[config.mk]
export PLATFORM = sky130hd
export DESIGN_NAME = mcu_spi_link
export DESIGN_NICKNAME = d
export VERILOG_FILES = /design/src/rtl/mcu_spi_link_pkg.sv /design/src/rtl/spi_sync_edge.sv /design/src/rtl/mcu_spi_link.sv
export SDC_FILE = /design/constraint.sdc
export NUM_CORES = 1
export LEC_CHECK = 0
export BUFFER_PORTS_ARGS = -buffer_cell sky130_fd_sc_hd__buf_4
export CAP_MARGIN = 20
export CORE_AREA = 2 2 73 75
export DETAILED_ROUTE_END_ITERATION = 6
export DIE_AREA = 0 0 75 77
export GPL_ROUTABILITY_DRIVEN = 0
export PLACE_DENSITY = 0.77
export SLEW_MARGIN = 20
export SYNTH_ARGS = -nofsm -noshare
export SYNTH_HDL_FRONTEND = slang
export SYNTH_SLANG_ARGS = --single-unit
[constraint.sdc]
create_clock -name clk -period 2.2 [get_ports clk]
set_input_delay 0.11 -clock clk [delete_from_list [all_inputs] [get_ports clk]]
set_output_delay 0.11 -clock clk [all_outputs]
set_load 0.02 [all_outputs]
[src/rtl/mcu_spi_link_pkg.sv]
// Shared definitions for the MCU SPI link: target ids, target count and the
// filler byte returned when a frame addresses a target that does not exist.
package mcu_spi_link_pkg;

  typedef enum logic [1:0] {
    TGT_SYS = 2'd0,
    TGT_HID = 2'd1,
    TGT_OSD = 2'd2,
    TGT_SDC = 2'd3
  } tgt_id_e;

  localparam int          NUM_TGT      = 4;
  localparam logic [7:0]  RESP_INVALID = 8'hFF;
  localparam logic [7:0]  BYTE_CNT_MAX = 8'd255;

  function automatic logic [NUM_TGT-1:0] tgt_onehot(input tgt_id_e id);
    logic [NUM_TGT-1:0] oh;
    case (id)
      TGT_SYS: oh = 4'b0001;
      TGT_HID: oh = 4'b0010;
      TGT_OSD: oh = 4'b0100;
      TGT_SDC: oh = 4'b1000;
      default: oh = 4'b0000;
    endcase
    return oh;
  endfunction

endpackage

[src/rtl/spi_sync_edge.sv]
// Two-flop synchronizer for one asynchronous SPI line, plus a history flop
// that yields single-clk rise/fall pulses of the synchronized level.
module spi_sync_edge #(
  parameter logic RST_VAL = 1'b0
) (
  input  logic clk,
  input  logic reset,
  input  logic d_i,
  output logic q_o,
  output logic rise_o,
  output logic fall_o
);

  logic meta_q, sync_q, prev_q;

  // synchronizer chain and previous-level flop
  always_ff @(posedge clk) begin
    if (reset) begin
      meta_q <= RST_VAL;
      sync_q <= RST_VAL;
      prev_q <= RST_VAL;
    end else begin
      meta_q <= d_i;
      sync_q <= meta_q;
      prev_q <= sync_q;
    end
  end

  assign q_o    = sync_q;
  assign rise_o = sync_q & ~prev_q;
  assign fall_o = ~sync_q & prev_q;

endmodule

[src/rtl/mcu_spi_link.sv]
// SPI mode-0 slave linking the MCU to four on-chip targets: byte 0 selects a
// target, later bytes are strobed to it, and its response bytes shift back out.
module mcu_spi_link
  import mcu_spi_link_pkg::*;
(
  input  logic                 clk,
  input  logic                 reset,
  input  logic                 spi_ss_n_i,
  input  logic                 spi_sck_i,
  input  logic                 spi_mosi_i,
  output logic                 spi_miso_o,
  output logic [NUM_TGT-1:0]   tgt_strobe_o,
  output logic [NUM_TGT-1:0]   tgt_start_o,
  output logic [7:0]           tgt_din_o,
  input  logic [8*NUM_TGT-1:0] tgt_dout_i,
  input  logic [NUM_TGT-1:0]   tgt_irq_i,
  output logic                 mcu_irq_n_o
);

  logic ss_s, ss_fall_s, ss_rise_unused_s;
  logic sck_rise_s, sck_fall_s, sck_lvl_unused_s;
  logic mosi_s, mosi_rise_unused_s, mosi_fall_unused_s;

  spi_sync_edge #(.RST_VAL(1'b1)) u_sync_ss (
    .clk(clk), .reset(reset), .d_i(spi_ss_n_i),
    .q_o(ss_s), .rise_o(ss_rise_unused_s), .fall_o(ss_fall_s)
  );

  spi_sync_edge #(.RST_VAL(1'b0)) u_sync_sck (
    .clk(clk), .reset(reset), .d_i(spi_sck_i),
    .q_o(sck_lvl_unused_s), .rise_o(sck_rise_s), .fall_o(sck_fall_s)
  );

  spi_sync_edge #(.RST_VAL(1'b0)) u_sync_mosi (
    .clk(clk), .reset(reset), .d_i(spi_mosi_i),
    .q_o(mosi_s), .rise_o(mosi_rise_unused_s), .fall_o(mosi_fall_unused_s)
  );

  logic [1:0]         settle_q, settle_d;
  logic               armed_q, armed_d;
  logic [2:0]         bit_cnt_q, bit_cnt_d;
  logic [7:0]         rx_q, rx_d;
  logic               byte_done_q, byte_done_d;
  logic [7:0]         byte_cnt_q, byte_cnt_d;
  tgt_id_e            tgt_sel_q, tgt_sel_d;
  logic               bad_q, bad_d;
  logic               load_q, load_d;
  logic [7:0]         tx_q, tx_d;
  logic [NUM_TGT-1:0] strobe_q, strobe_d;
  logic [NUM_TGT-1:0] start_q, start_d;
  logic [7:0]         din_q, din_d;
  logic               irq_n_q, irq_n_d;
  logic               active_s, frame_start_s;

  // next-state logic for the receive path, frame decode and response shifter
  always_comb begin
    // After reset, a frame may only begin once ss_n has been seen high
    // through a settled synchronizer, so a select held low across reset is ignored.
    settle_d      = (settle_q == 2'd3) ? 2'd3 : settle_q + 2'd1;
    armed_d       = armed_q | ((settle_q == 2'd3) & ss_s);
    active_s      = armed_q & ~ss_s;
    frame_start_s = armed_q & ss_fall_s;

    rx_d        = rx_q;
    byte_done_d = 1'b0;
    if (!active_s) begin
      bit_cnt_d = 3'd0;
    end else if (sck_rise_s) begin
      rx_d        = {rx_q[6:0], mosi_s};
      bit_cnt_d   = bit_cnt_q + 3'd1;
      byte_done_d = (bit_cnt_q == 3'd7);
    end else begin
      bit_cnt_d = bit_cnt_q;
    end

    // byte_done is honoured even if ss_n rose in the same clk
    strobe_d  = {NUM_TGT{1'b0}};
    start_d   = {NUM_TGT{1'b0}};
    din_d     = din_q;
    tgt_sel_d = tgt_sel_q;
    bad_d     = bad_q;
    if (byte_done_q && (byte_cnt_q == 8'd0)) begin
      tgt_sel_d = tgt_id_e'(rx_q[1:0]);
      bad_d     = |rx_q[7:2];
    end else if (byte_done_q && !bad_q) begin
      strobe_d = tgt_onehot(tgt_sel_q);
      start_d  = (byte_cnt_q == 8'd1) ? tgt_onehot(tgt_sel_q) : {NUM_TGT{1'b0}};
      din_d    = rx_q;
    end else begin
      strobe_d = {NUM_TGT{1'b0}};
    end

    if (!active_s) begin
      byte_cnt_d = 8'd0;
    end else if (byte_done_q && (byte_cnt_q != BYTE_CNT_MAX)) begin
      byte_cnt_d = byte_cnt_q + 8'd1;
    end else begin
      byte_cnt_d = byte_cnt_q;
    end

    // load_q trails byte_done by one clk so tgt_sel already reflects byte 0
    load_d = byte_done_q;
    if (frame_start_s) begin
      tx_d = {4'h0, tgt_irq_i};
    end else if (load_q) begin
      tx_d = bad_q ? RESP_INVALID : tgt_dout_i[{tgt_sel_q, 3'b000} +: 8];
    end else if (active_s && sck_fall_s && (bit_cnt_q != 3'd0)) begin
      tx_d = {tx_q[6:0], 1'b1};
    end else begin
      tx_d = tx_q;
    end

    irq_n_d = ~|tgt_irq_i;
  end

  // state and output registers
  always_ff @(posedge clk) begin
    if (reset) begin
      settle_q    <= 2'd0;
      armed_q     <= 1'b0;
      bit_cnt_q   <= 3'd0;
      rx_q        <= 8'h00;
      byte_done_q <= 1'b0;
      byte_cnt_q  <= 8'd0;
      tgt_sel_q   <= TGT_SYS;
      bad_q       <= 1'b0;
      load_q      <= 1'b0;
      tx_q        <= 8'hFF;
      strobe_q    <= {NUM_TGT{1'b0}};
      start_q     <= {NUM_TGT{1'b0}};
      din_q       <= 8'h00;
      irq_n_q     <= 1'b1;
    end else begin
      settle_q    <= settle_d;
      armed_q     <= armed_d;
      bit_cnt_q   <= bit_cnt_d;
      rx_q        <= rx_d;
      byte_done_q <= byte_done_d;
      byte_cnt_q  <= byte_cnt_d;
      tgt_sel_q   <= tgt_sel_d;
      bad_q       <= bad_d;
      load_q      <= load_d;
      tx_q        <= tx_d;
      strobe_q    <= strobe_d;
      start_q     <= start_d;
      din_q       <= din_d;
      irq_n_q     <= irq_n_d;
    end
  end

  assign spi_miso_o   = tx_q[7];
  assign tgt_strobe_o = strobe_q;
  assign tgt_start_o  = start_q;
  assign tgt_din_o    = din_q;
  assign mcu_irq_n_o  = irq_n_q;

endmodule

Word-level counts from Yosys, hierarchy flattened
Index checks and enable logic that the tools add are counted.
Storage, ports and cells
  ROM bits: 0
  memories kept: 0
  register bits after elaboration: 60
  output and inout port bits: 18
  bits in latches: 0
  RAM bits: 0
  word-level logic and storage cells: 73
Cells by class
  bitwise gates (word level): 15
  eq/ne operators: 7
  reductions and logical operators: 19
  muxes and demuxes: 6
  $lt $le $gt $ge: 0
  multiply operators: 0
  shift-type cells: 1
  divide/modulo/power cells: 0
  add/subtract/negate cells: 3
Operators by type and width (count)
  $mux W8: 4
  $shiftx A32 B6 Y8: 1
  $pmux W4 S4: 1
  $add A8 B1 Y8 const B: 1
  $eq A8 B1 Y1 const B: 1
  $logic_not A8 Y1: 1
  $ne A8 B8 Y1 const B: 1
  $not A1 Y1: 8
  $reduce_or A4 Y1: 2
  $and A1 B1 Y1: 6
  $eq A2 B2 Y1 const B: 3
  $reduce_bool A3 Y1: 2
  $reduce_or A3 Y1: 2
  $reduce_or A6 Y1: 1
  $logic_and A1 B1 Y1: 5
  $reduce_and A2 Y1: 2
  $add A3 B1 Y3 const B: 1
  $eq A3 B3 Y1 const B: 1
  $add A2 B1 Y2 const B: 1
  $eq A2 B1 Y1 const B: 1
  $logic_not A1 Y1: 2
  $logic_not A2 Y1: 1
  $mux W2: 1
  $reduce_or A2 Y1: 1
  $or A1 B1 Y1: 1

Longest topological paths before layout
Gate-level depths: netlist of run 1.
  depth in word-level cells: 7
  gate-level depth with buffers: 6
  gate-level depth less buffers: 6

Hierarchy
From an unflattened synthesis of run 1, not the netlist that was laid out.
Unflattened totals
  cells, all modules: 287
  area total of the unflattened synthesis: 2636.3 um2
Modules (own cells, without submodules)
  mcu_spi_link: times used 1, area each 2361.0 um2, seq. area each 1041.0 um2, cells each 263
  spi_sync_edge at u_sync_mosi ...: times used 2, area each 91.3 um2, seq. area each 60.1 um2, cells each 8
  spi_sync_edge at u_sync_ss: times used 1, area each 92.6 um2, seq. area each 60.1 um2, cells each 8

Worst setup path after synthesis of run 1
OpenSTA, ideal clock, no wires.
  kind: register to register
  start point: register byte_cnt_q[0]
  end point: register din_q[7], in the netlist tgt_din_o[7]
  stages on the path, launching flop included: 6
  arrival: 1.397 ns
  data required time: 2.072 ns
  setup slack: 0.675 ns
  period minus slack after synthesis: 1.525 ns
  path through: dfxtp_1 > inv_1 > ha_1 > a311oi_4 > mux2i_1 > nor2_1
On the way
  cells in the longest elaborated chain, start to end: 4
RTL lines
  from (decl): RTL line mcu_spi_link.sv:44  | logic [7:0] byte_cnt_q, byte_cnt_d;
  from (signal assigned): RTL line mcu_spi_link.sv:139  | byte_cnt_q <= byte_cnt_d;
  $logic_not A8 Y1: RTL line mcu_spi_link.sv:82  | if (byte_done_q && (byte_cnt_q == 8'd0)) begin
  $logic_and A1 B1 Y1: RTL line mcu_spi_link.sv:82
  $not A1 Y1 (no line)
  $reduce_and A2 Y1 (no line)
  to (signal assigned): RTL line mcu_spi_link.sv:146  | din_q <= din_d;
  to (decl): RTL line mcu_spi_link.sv:51  | logic [7:0] din_q, din_d;
Every way passes these cells.
A chain may end at the register's enable or synchronous reset.

Worst setup path after layout of run 1
  start point: register byte_cnt_q[0]
  end point: register din_q[2], in the netlist tgt_din_o[2]
The elaborated chain is that of the path after synthesis.

==> out/metrics.cfg, run 1 <==
[min_path]
min_from = tgt_irq_i[3]
hold_class = primary input to flop

[placement]
dpl.hpwl_mm = 4.05
dp_slack_ns = 0.462
placed_cells = 396
placed_area_sq_um = 3060
port_buffers = 58

[final_layout]
antenna_cells = 0
design_area_sq_um = 3320
area_delta_synth_final_pct = 28.7
final_core_util = 0.667
num-fill-cells = 421
finalNonFillerCells = 416
layout.nets = 389
drive_gt1_frac = 0.249

[cts]
cts_setup_buffers = 0
cts_tree = yes
cts_made_buffers = 9
root_buffer = clkbuf_8
cts.sinks = 60
clk_pin_slew_ns = 0.06
clk_latency_ns = 0.33
h-tree-depth = 3
cts_buffer_depth = 2

[route]
ant_nets = 0
avgRoutedWirePerCell_um = 13.6
drtPass1Iterations = 4
drt_iter0_markers = 146
vias_per_cell = 5.20
remaining_drc_errors = 0
vias = 2165
totalWireLength_mm = 5.68

[job]
cap_viol_max_count = 0

[yosys]
synth_seq_cells = 60
synth-async-reset-ratio = 0
netlist_area_sq_um = 2580
synthFlopType = dfxtp_1
ys_seq_area_frac = 0.465
synthTopCellsByArea = dfxtp_1 (47%), mux2i_1 (11%), nor2_1 (5.4%)
synth.most_common_cell = dfxtp_1
ys_warn_count = 0
synth.avg_cell_area_sq_um = 9.22
synth_edf_count = 0
synth.distinct_cells = 38
synth_nets = 327
netlist.area_leader.share = 0.465
syn_inst = 280
yosysTopAreaCell = dfxtp_1
synth_commonest_cells = dfxtp_1 (60), nor2_1 (37), nand2_1 (34)

[grt]
met3_usage = 0.0499
antenna_found_initial = 0
grt.overflow.total = 0
grt_max_degree = 42
busiest_layer = met2
grt_pass1_wl_mm = 9.16
grt_use_met2 = 0.307
grt_pass1_vias = 1979
grt_usage = 0.206
gr-usage-met1 = 0.274

[timing]
fin_ws_ns = 0.437
drv_slew = 0
rsz0062_at_grt = false
finalSetupViolCount = 0
fmax_mhz = 567
relSlewSlack = 0.544
skew_ns = 0.00293
hold_viol_final = 0
worst-slew-pin-transition_ns = 0.684
fin_tns_setup_ns = 0
fin_crit_sh = 0.801
finalCriticalPeriod_ns = 1.76

[floorplan]
die_w_um = 75
io_pins = 59
start_util = 0.519
core_sq_um = 4980
dieArea_sq_um = 5780
die_h_um = 77
num_rows = 26

[pwr]
ir_drop_mv = 0.441
power_density_nw_per_um2 = 689
power.leakage_uw = 0.00129

[worst_setup_path]
critical-path-top-delay-family = compound AO/OA/AOI/OAI gates
endpoint_kind = flop
crit_fanout = 8
crit_arrival_ns = 1.98
critical-path-slowest-cell = a311oi_4
slowest_delay_ns = 0.59
r2r_start = byte_cnt_q[0]
startpoint = byte_cnt_q[0]
worst-path-buf-inv = 1
critPathKind = flop to flop
start_kind = flop
crit_path_cell_trace = inv_1 -> ha_1 -> a311oi_4 -> mux2i_1 -> nor2_1
worstPathRequired_ns = 2.41

[outcome]
status = complete, no violations

metrics by stage:
step	hold WS, ns	total power [uW]
2_1_floorplan	0.188	1170
3_3_place_gp	0.296	1230
6_report	0.0562	2290
3_5_place_dp	0.301	1230
5_1_grt	0.0711	2360
4_1_cts	0.0483	2300
tightest hold or removal path, delay by kind of cell:
kind | cells | cell delay [ns]
buffers and inverters | 1 | 0.09
AOI/OAI and AO/OA | 1 | 0.12
and+or+nand+nor | 1 | 0.04
final timing paths:
path	end	slack, ns	depth (start not counted)
worst max-delay path	tgt_din_o[2]	0.44	5
worst min-delay path	tx_q[3]	0.06	3
worst max register to register	tgt_din_o[2]	0.44	5
worst min register to register	u_sync_ss.q_o	0.41	1
timing repair:
action / 4_1_cts / 5_1_grt
gates resized for setup: 0 / 0
hold endpoints to repair: 4 / 0
hold buffers: 5 / 0
layer usage:
layer / vias up / wire (um)
met5: - / 0
met4: 0 / 110
met3: 12 / 272
met2: 57 / 2710
met1: 989 / 2580
li1: 1107 / -
placed cells by master, fill, tap and decap left out, types with 2 or more instances in the layout:
cell type       n
a22oi_1         4
a31oi_1         8
xnor2_1         4
ha_1            6
and2_1          2
a221o_1         3
nand2_1        34
inv_1           8
dlygate4sd3_1   5
a21oi_1        17
bufinv_16       2
nand4_1         4
buf_4          59
mux2i_1        29
nor4_1          3
nand2b_1        5
a31o_2          4
nor2b_1         7
dfxtp_1        60
and4_2          2
nor3_1          9
nand3_1         3
o21ai_0         2
nor2_1         37
clkbuf_8       10
or2_2           3
cell type report:
| type | count | area [sq um] | area share |
|---|---|---|---|
| clock buffer | 11 | 141 | 0.0426 |
| clock inverter | 4 | 73.8 | 0.0222 |
| inverter | 8 | 30.0 | 0.00904 |
| multi-input combinational | 199 | 1290 | 0.390 |
| sequential | 60 | 1200 | 0.362 |
| tap | 70 | 87.6 | 0.0264 |
| timing repair buffer | 64 | 493 | 0.148 |
logic make-up after synthesis:
kind of cell / after synthesis / synth area share
AND/OR/NAND/NOR: 115 / 0.218
flip-flops: 60 / 0.465
AO/OA/AOI/OAI: 44 / 0.120
multiplexers: 30 / 0.121
buffers and inverters: 21 / 0.0330
adder cells (fa/ha/maj): 6 / 0.0291
XOR/XNOR: 4 / 0.0136
sequential cells by signal, indices dropped and copies added (netlist names):
signal              flops
bad_q                   1
u_sync_ss.prev_q        1
load_q                  1
tgt_strobe_o            4
u_sync_sck.prev_q       1
u_sync_sck.q_o          1
u_sync_ss.q_o           1
u_sync_mosi.meta_q      1
tgt_start_o             4
mcu_irq_n_o             1
byte_cnt_q              8
rx_q                    8
tgt_sel_q               2
bit_cnt_q               3
u_sync_sck.meta_q       1
tx_q                    8
u_sync_mosi.q_o         1
armed_q                 1
settle_q                2
u_sync_ss.meta_q        1
byte_done_q             1
tgt_din_o               8
where the power goes:
group / internal (uW) / switching [uW]
logic: 68.6 / 41.0
registers: 1100 / 6.33
clock network: 662 / 412
total: 1830 / 459
No activity file was read; power rests on OpenSTA's default activity.
==> run 2, diff against run 1 <==
Settings changed: CORE_AREA 2 2 73 75 to 2 2 77 79, DIE_AREA 0 0 75 77 to 0 0 79 81, PLACE_DENSITY 0.77 to 0.73.
Clock period 2.2 ns to 1.6 ns, I/O delays scaled along.
==> run 2 against run 1 <==
  * Clock-buffer cell count grew 1
  * Critical path type unchanged
  * Utilization shrank 6.3 points
  * Wire length grew 3.9%
  * Global-route usage shrank 1.9 points
  * Sequential cell count is the same
  * Maximum frequency grew 16%
  * Hold slack lost 0.018 ns
  * Sequential share of layout area shrank 1.0 points
==> out/metrics.cfg, run 2 (synthesis gave the netlist of run 1 again) <==
[timing]
relSlewSlack = 0.672  ; +0.128
worst-slew-pin-transition_ns = 0.488  ; -0.196 ns
drv_slew = 0  ; unchanged
finalCriticalPeriod_ns = 1.52  ; -0.245 ns
fin_crit_sh = 0.949  ; +0.147
finalSetupViolCount = 0  ; unchanged
fin_ws_ns = 0.0817  ; -0.355 ns
hold_viol_final = 0  ; unchanged
skew_ns = 0.00632  ; +0.00339 ns
fmax_mhz = 659  ; +16%

[outcome]
status = complete, no violations

[route]
ant_nets = 0  ; unchanged
vias = 2220  ; +2.5%
totalWireLength_mm = 5.89  ; +3.9%
drtPass1Iterations = 4  ; unchanged
vias_per_cell = 5.14  ; -1.3%
remaining_drc_errors = 0  ; unchanged
avgRoutedWirePerCell_um = 13.6  ; about the same
drt_iter0_markers = 129  ; -12%

[pwr]
power_density_nw_per_um2 = 873  ; +27%
power.leakage_uw = 0.00135  ; +4.6%
ir_drop_mv = 0.650  ; +47%

[worst_setup_path]
crit_arrival_ns = 1.74  ; -0.24 ns
critical-path-slowest-cell = dfxtp_2
start_kind = flop
slowest_delay_ns = 0.34  ; -0.25 ns
worstPathRequired_ns = 1.82  ; -0.59 ns
critPathKind = flop to flop
crit_fanout = 8  ; unchanged
endpoint_kind = flop
crit_path_cell_trace = inv_1 -> ha_4 -> a311oi_4 -> buf_12 -> mux2i_1 -> nor2_1

[final_layout]
finalNonFillerCells = 432  ; +3.8%
num-fill-cells = 514  ; +22%
final_cell_mix = buf_4 (70), dfxtp_1 (57), nor2_1 (37), nand2_1 (34), mux2i_1 (29)
antenna_cells = 0  ; unchanged
layout.nets = 401  ; +3.1%
drive_gt1_frac = 0.286  ; +0.0372
area_delta_synth_final_pct = 32.8
final_core_util = 0.604  ; -0.0634
mostFrequentLayoutCell = buf_4
design_area_sq_um = 3430  ; +3.2%

[cts]
cts_made_buffers = 9  ; unchanged
cts_tree = yes
cts_buffer_depth = 2  ; unchanged
cts.sinks = 60  ; unchanged
root_buffer = clkbuf_8
clk_pin_slew_ns = 0.06  ; about the same
clk_latency_ns = 0.34  ; about the same
h-tree-depth = 3  ; unchanged

[min_path]
hold_class = primary input to flop

[job]
cap_viol_max_count = 0  ; unchanged

[floorplan]
die_h_um = 81  ; +5.2%
start_util = 0.455  ; -0.0638
core_sq_um = 5680  ; +14%
die_w_um = 79  ; +5.3%
num_rows = 28  ; +7.7%
io_pins = 59  ; unchanged
dieArea_sq_um = 6400  ; +11%

[grt]
grt_pass1_vias = 2037  ; +2.9%
antenna_found_initial = 0  ; unchanged
grt_pass1_wl_mm = 9.28  ; +1.4%
grt.overflow.total = 0  ; unchanged
grt_max_degree = 23  ; -45%
grt_usage = 0.187  ; -0.0192

[placement]
placed_cells = 413  ; +4.3%
port_buffers = 58  ; unchanged
placed_area_sq_um = 3170  ; +3.6%
dpl.hpwl_mm = 4.21  ; +4.0%
dp_slack_ns = 0.101  ; -0.362 ns

run 2: metal layers:
metal	up-vias	GRT usage	part of all wire
met5	-	0	0
met4	0	0.0914	0.016
met3	10	0.0467	0.041
met2	51	0.292	0.48
met1	1027	0.243	0.46
li1	1132	-	-
run 2: path summary, 6_finish.rpt:
| kind | end | cells after the start | slack (ns) | start |
|---|---|---|---|---|
| max | tgt_din_o[0] | 6 | 0.08 | byte_cnt_q[0] |
| min | tx_q[3] | 3 | 0.04 | tgt_irq_i[3] |
| max reg2reg | tgt_din_o[0] | 6 | 0.08 | byte_cnt_q[0] |
| min reg2reg | u_sync_ss.q_o | 1 | 0.41 | u_sync_ss.meta_q |
run 2: timing repair:
| item | in CTS | in global routing |
|---|---|---|
| endpoints found under the hold margin | 4 | 0 |
| endpoints found under the setup margin | 0 | 10 |
| setup buffers | 0 | 0 |
| resized for setup | 0 | 6 |
| hold buffers | 5 | 0 |
run 2: final cells by class:
| class | count | area, sq um | share of cell area |
|---|---|---|---|
| Sequential cell | 60 | 1200 | 0.351 |
| Clock buffer | 12 | 155 | 0.0453 |
| Tap cell | 75 | 93.8 | 0.0274 |
| Multi-Input combinational cell | 199 | 1310 | 0.383 |
| Timing Repair Buffer | 76 | 596 | 0.174 |
| Clock inverter | 2 | 35.0 | 0.0102 |
| Inverter | 8 | 30.0 | 0.00876 |
run 2: power breakdown:
group,switching (uW),total (uW),internal [uW]
clock,537,1320,784
combinational,55.3,152,97.1
sequential,8.65,1520,1510
run 2: critical path, delay by kind of cell, from the launching register on:
family / cells / cell delay [ns]
compound gates: 1 / 0.34
fa+ha+maj: 1 / 0.20
buf+inv: 2 / 0.28
flops: 1 / 0.34
mux: 1 / 0.18
simple gates: 1 / 0.05
run 2: per-stage QoR:
step	setup TNS [ns]	hold WS, ns	power [uW]
floorplan	0	0.158	1600
global placement	0	0.265	1690
detailed placement	0	0.268	1700
CTS	0	0.0205	3020
global route	-0.0235	0.0501	3100
finish	0	0.0385	2990
==> run 3, diff against run 2 <==
Settings changed: HOLD_SLACK_MARGIN set to 0.1.
==> run 3 against run 2 <==
  * First-iteration DRC count fell by 5.4%
  * Clock power about the same
  * Non-clock buffer count rose by 4
  * Die area did not move
  * Design area is 1.2% higher
  * Utilization is 0.71 points higher
  * Via count grew 1.2%
  * Power increased by 0.38%
  * Largest cell class unchanged
==> out/metrics.cfg, run 3 (synthesis gave the netlist of run 1 again) <==
[worst_setup_path]
endpoint_kind = flop
crit_fanout = 8  ; unchanged
reg2reg_to = tgt_din_o[0]
slowest_delay_ns = 0.34  ; about the same
crit_arrival_ns = 1.74  ; about the same
worstPathRequired_ns = 1.82  ; about the same
start_kind = flop
critPathKind = flop to flop
crit_path_cell_trace = inv_1 -> ha_4 -> a311oi_4 -> buf_12 -> mux2i_1 -> nor2_1
critical-path-top-delay-family = flip-flops
r2r_start = byte_cnt_q[0]
worst-path-buf-inv = 2  ; unchanged
critical-path-slowest-cell = dfxtp_2
reg2reg_depth = 6  ; unchanged
reg2reg_slack_ns = 0.08  ; about the same
path_depth = 6  ; unchanged

[floorplan]
io_pins = 59  ; unchanged
start_util = 0.455  ; unchanged
die_h_um = 81  ; unchanged
core_sq_um = 5680  ; unchanged
num_rows = 28  ; unchanged
dieArea_sq_um = 6400  ; unchanged
die_w_um = 79  ; unchanged

[final_layout]
final_cell_mix = buf_4 (70), dfxtp_1 (57), nor2_1 (37), nand2_1 (34), mux2i_1 (29)
area_delta_synth_final_pct = 34.4
mostFrequentLayoutCell = buf_4
layout.nets = 405  ; +1.0%
num-fill-cells = 510  ; -0.78%
antenna_cells = 0  ; unchanged
drive_gt1_frac = 0.283  ; -0.00317
seqCellArea_sq_um = 1200  ; unchanged
multi_input_area_sq_um = 1310  ; unchanged

[route]
remaining_drc_errors = 0  ; unchanged
avgRoutedWirePerCell_um = 13.7  ; +0.38%
totalWireLength_mm = 5.97  ; +1.3%
drt_iter0_markers = 122  ; -5.4%
vias = 2247  ; +1.2%
vias_per_cell = 5.15  ; +0.29%
drtPass1Iterations = 4  ; unchanged
ant_nets = 0  ; unchanged

[timing]
relSlewSlack = 0.667  ; -0.00409
finalSetupViolCount = 0  ; unchanged
drv_slew = 0  ; unchanged
fin_ws_ns = 0.0813  ; -0.000436 ns
hold_viol_final = 0  ; unchanged
fmax_mhz = 658  ; about the same
worst-slew-pin-transition_ns = 0.494  ; +0.00608 ns
fin_crit_sh = 0.949  ; about the same
skew_ns = 0.00736  ; +0.00104 ns
finalCriticalPeriod_ns = 1.52  ; +0.000436 ns

[cts]
h-tree-depth = 3  ; unchanged
root_buffer = clkbuf_8
cts_buffer_depth = 2  ; unchanged
cts_made_buffers = 9  ; unchanged
clk_pin_slew_ns = 0.07  ; about the same
cts_tree = yes
clk_latency_ns = 0.34  ; about the same
cts_setup_buffers = 0  ; unchanged
cts.sinks = 60  ; unchanged

[pwr]
ir_drop_mv = 0.651  ; about the same
power_density_nw_per_um2 = 867  ; -0.78%
power_uw = 3010  ; +0.38%
power.leakage_uw = 0.00137  ; +1.2%

[min_path]
min_from = tgt_dout_i[4]
holdPathStages = 4  ; +1
hold_class = primary input to flop
worst_hold_path.endpoint = tx_q[4]

[placement]
dp_slack_ns = 0.101  ; unchanged
port_buffers = 58  ; unchanged
dpl.hpwl_mm = 4.21  ; unchanged

[grt]
grt_max_degree = 23  ; unchanged
grt_pass1_wl_mm = 9.38  ; +1.1%
grt_pass1_vias = 2048  ; +0.54%
grt_usage = 0.189  ; +0.00236
grt.overflow.total = 0  ; unchanged
antenna_found_initial = 0  ; unchanged

[outcome]
status = complete, no violations

[job]
cap_viol_max_count = 0  ; unchanged

-- run 3: layout make-up --
| type | instances | share of cell area |
|---|---|---|
| flip-flops and latches | 60 | 0.347 |
| clock buffers | 12 | 0.0447 |
| repair buffers | 80 | 0.183 |
| multi-input cells | 199 | 0.379 |
| well taps | 75 | 0.0271 |
| clock inverters | 2 | 0.0101 |
| inverters | 8 | 0.00866 |
-- run 3: power breakdown --
part / switching (uW) / internal, uW / total, uW
combinational: 57.5 / 104 / 161
sequential: 8.68 / 1510 / 1520
clock: 540 / 784 / 1320
-- run 3: what timing repair did --
action / CTS / global route
endpoints found under the setup margin: 0 / 10
hold buffers: 9 / 0
endpoints found under the hold margin: 13 / 0
resized for setup: 0 / 6
-- run 3: per-layer routing --
| metal | global-route usage | vias up | wire, um |
|---|---|---|---|
| met3 | 0.0467 | 8 | 269 |
| met5 | 0 | - | 0 |
| li1 | - | 1137 | - |
| met4 | 0.0914 | 0 | 81 |
| met2 | 0.297 | 63 | 2870 |
| met1 | 0.246 | 1039 | 2750 |
-- run 3: through the flow --
step | utilization | TNS [ns] | cells | instance area, sq um | hold WS (ns)
floorplan | - | 0 | 280 | 2580 | 0.158
global placement | 0.558 | 0 | 413 | 3170 | 0.265
detailed placement | 0.558 | 0 | 413 | 3170 | 0.268
CTS | 0.607 | 0 | 436 | 3450 | 0.195
global route | 0.611 | -0.0235 | 436 | 3470 | 0.249
finish | 0.611 | 0 | 436 | 3470 | 0.205
-- run 3: worst max-delay path by stage --
stage / startpoint / to / slack, ns
after floorplan: byte_cnt_q[0] / tgt_din_o[7] / 0.07
after global placement: byte_cnt_q[4] / bad_q / 0.12
after detailed placement: byte_cnt_q[0] / tgt_din_o[0] / 0.10
after CTS: byte_cnt_q[0] / tgt_din_o[0] / 0.06
after global routing: byte_cnt_q[5] / bad_q / -0.02
final: byte_cnt_q[0] / tgt_din_o[0] / 0.08
-- run 3: worst reg2reg max path: stages, from the launching register on --
cell and delay (ns):
dfxtp_2 0.34, inv_1 0.10, ha_4 0.20, a311oi_4 0.34
buf_12 0.18, mux2i_1 0.19, nor2_1 0.05
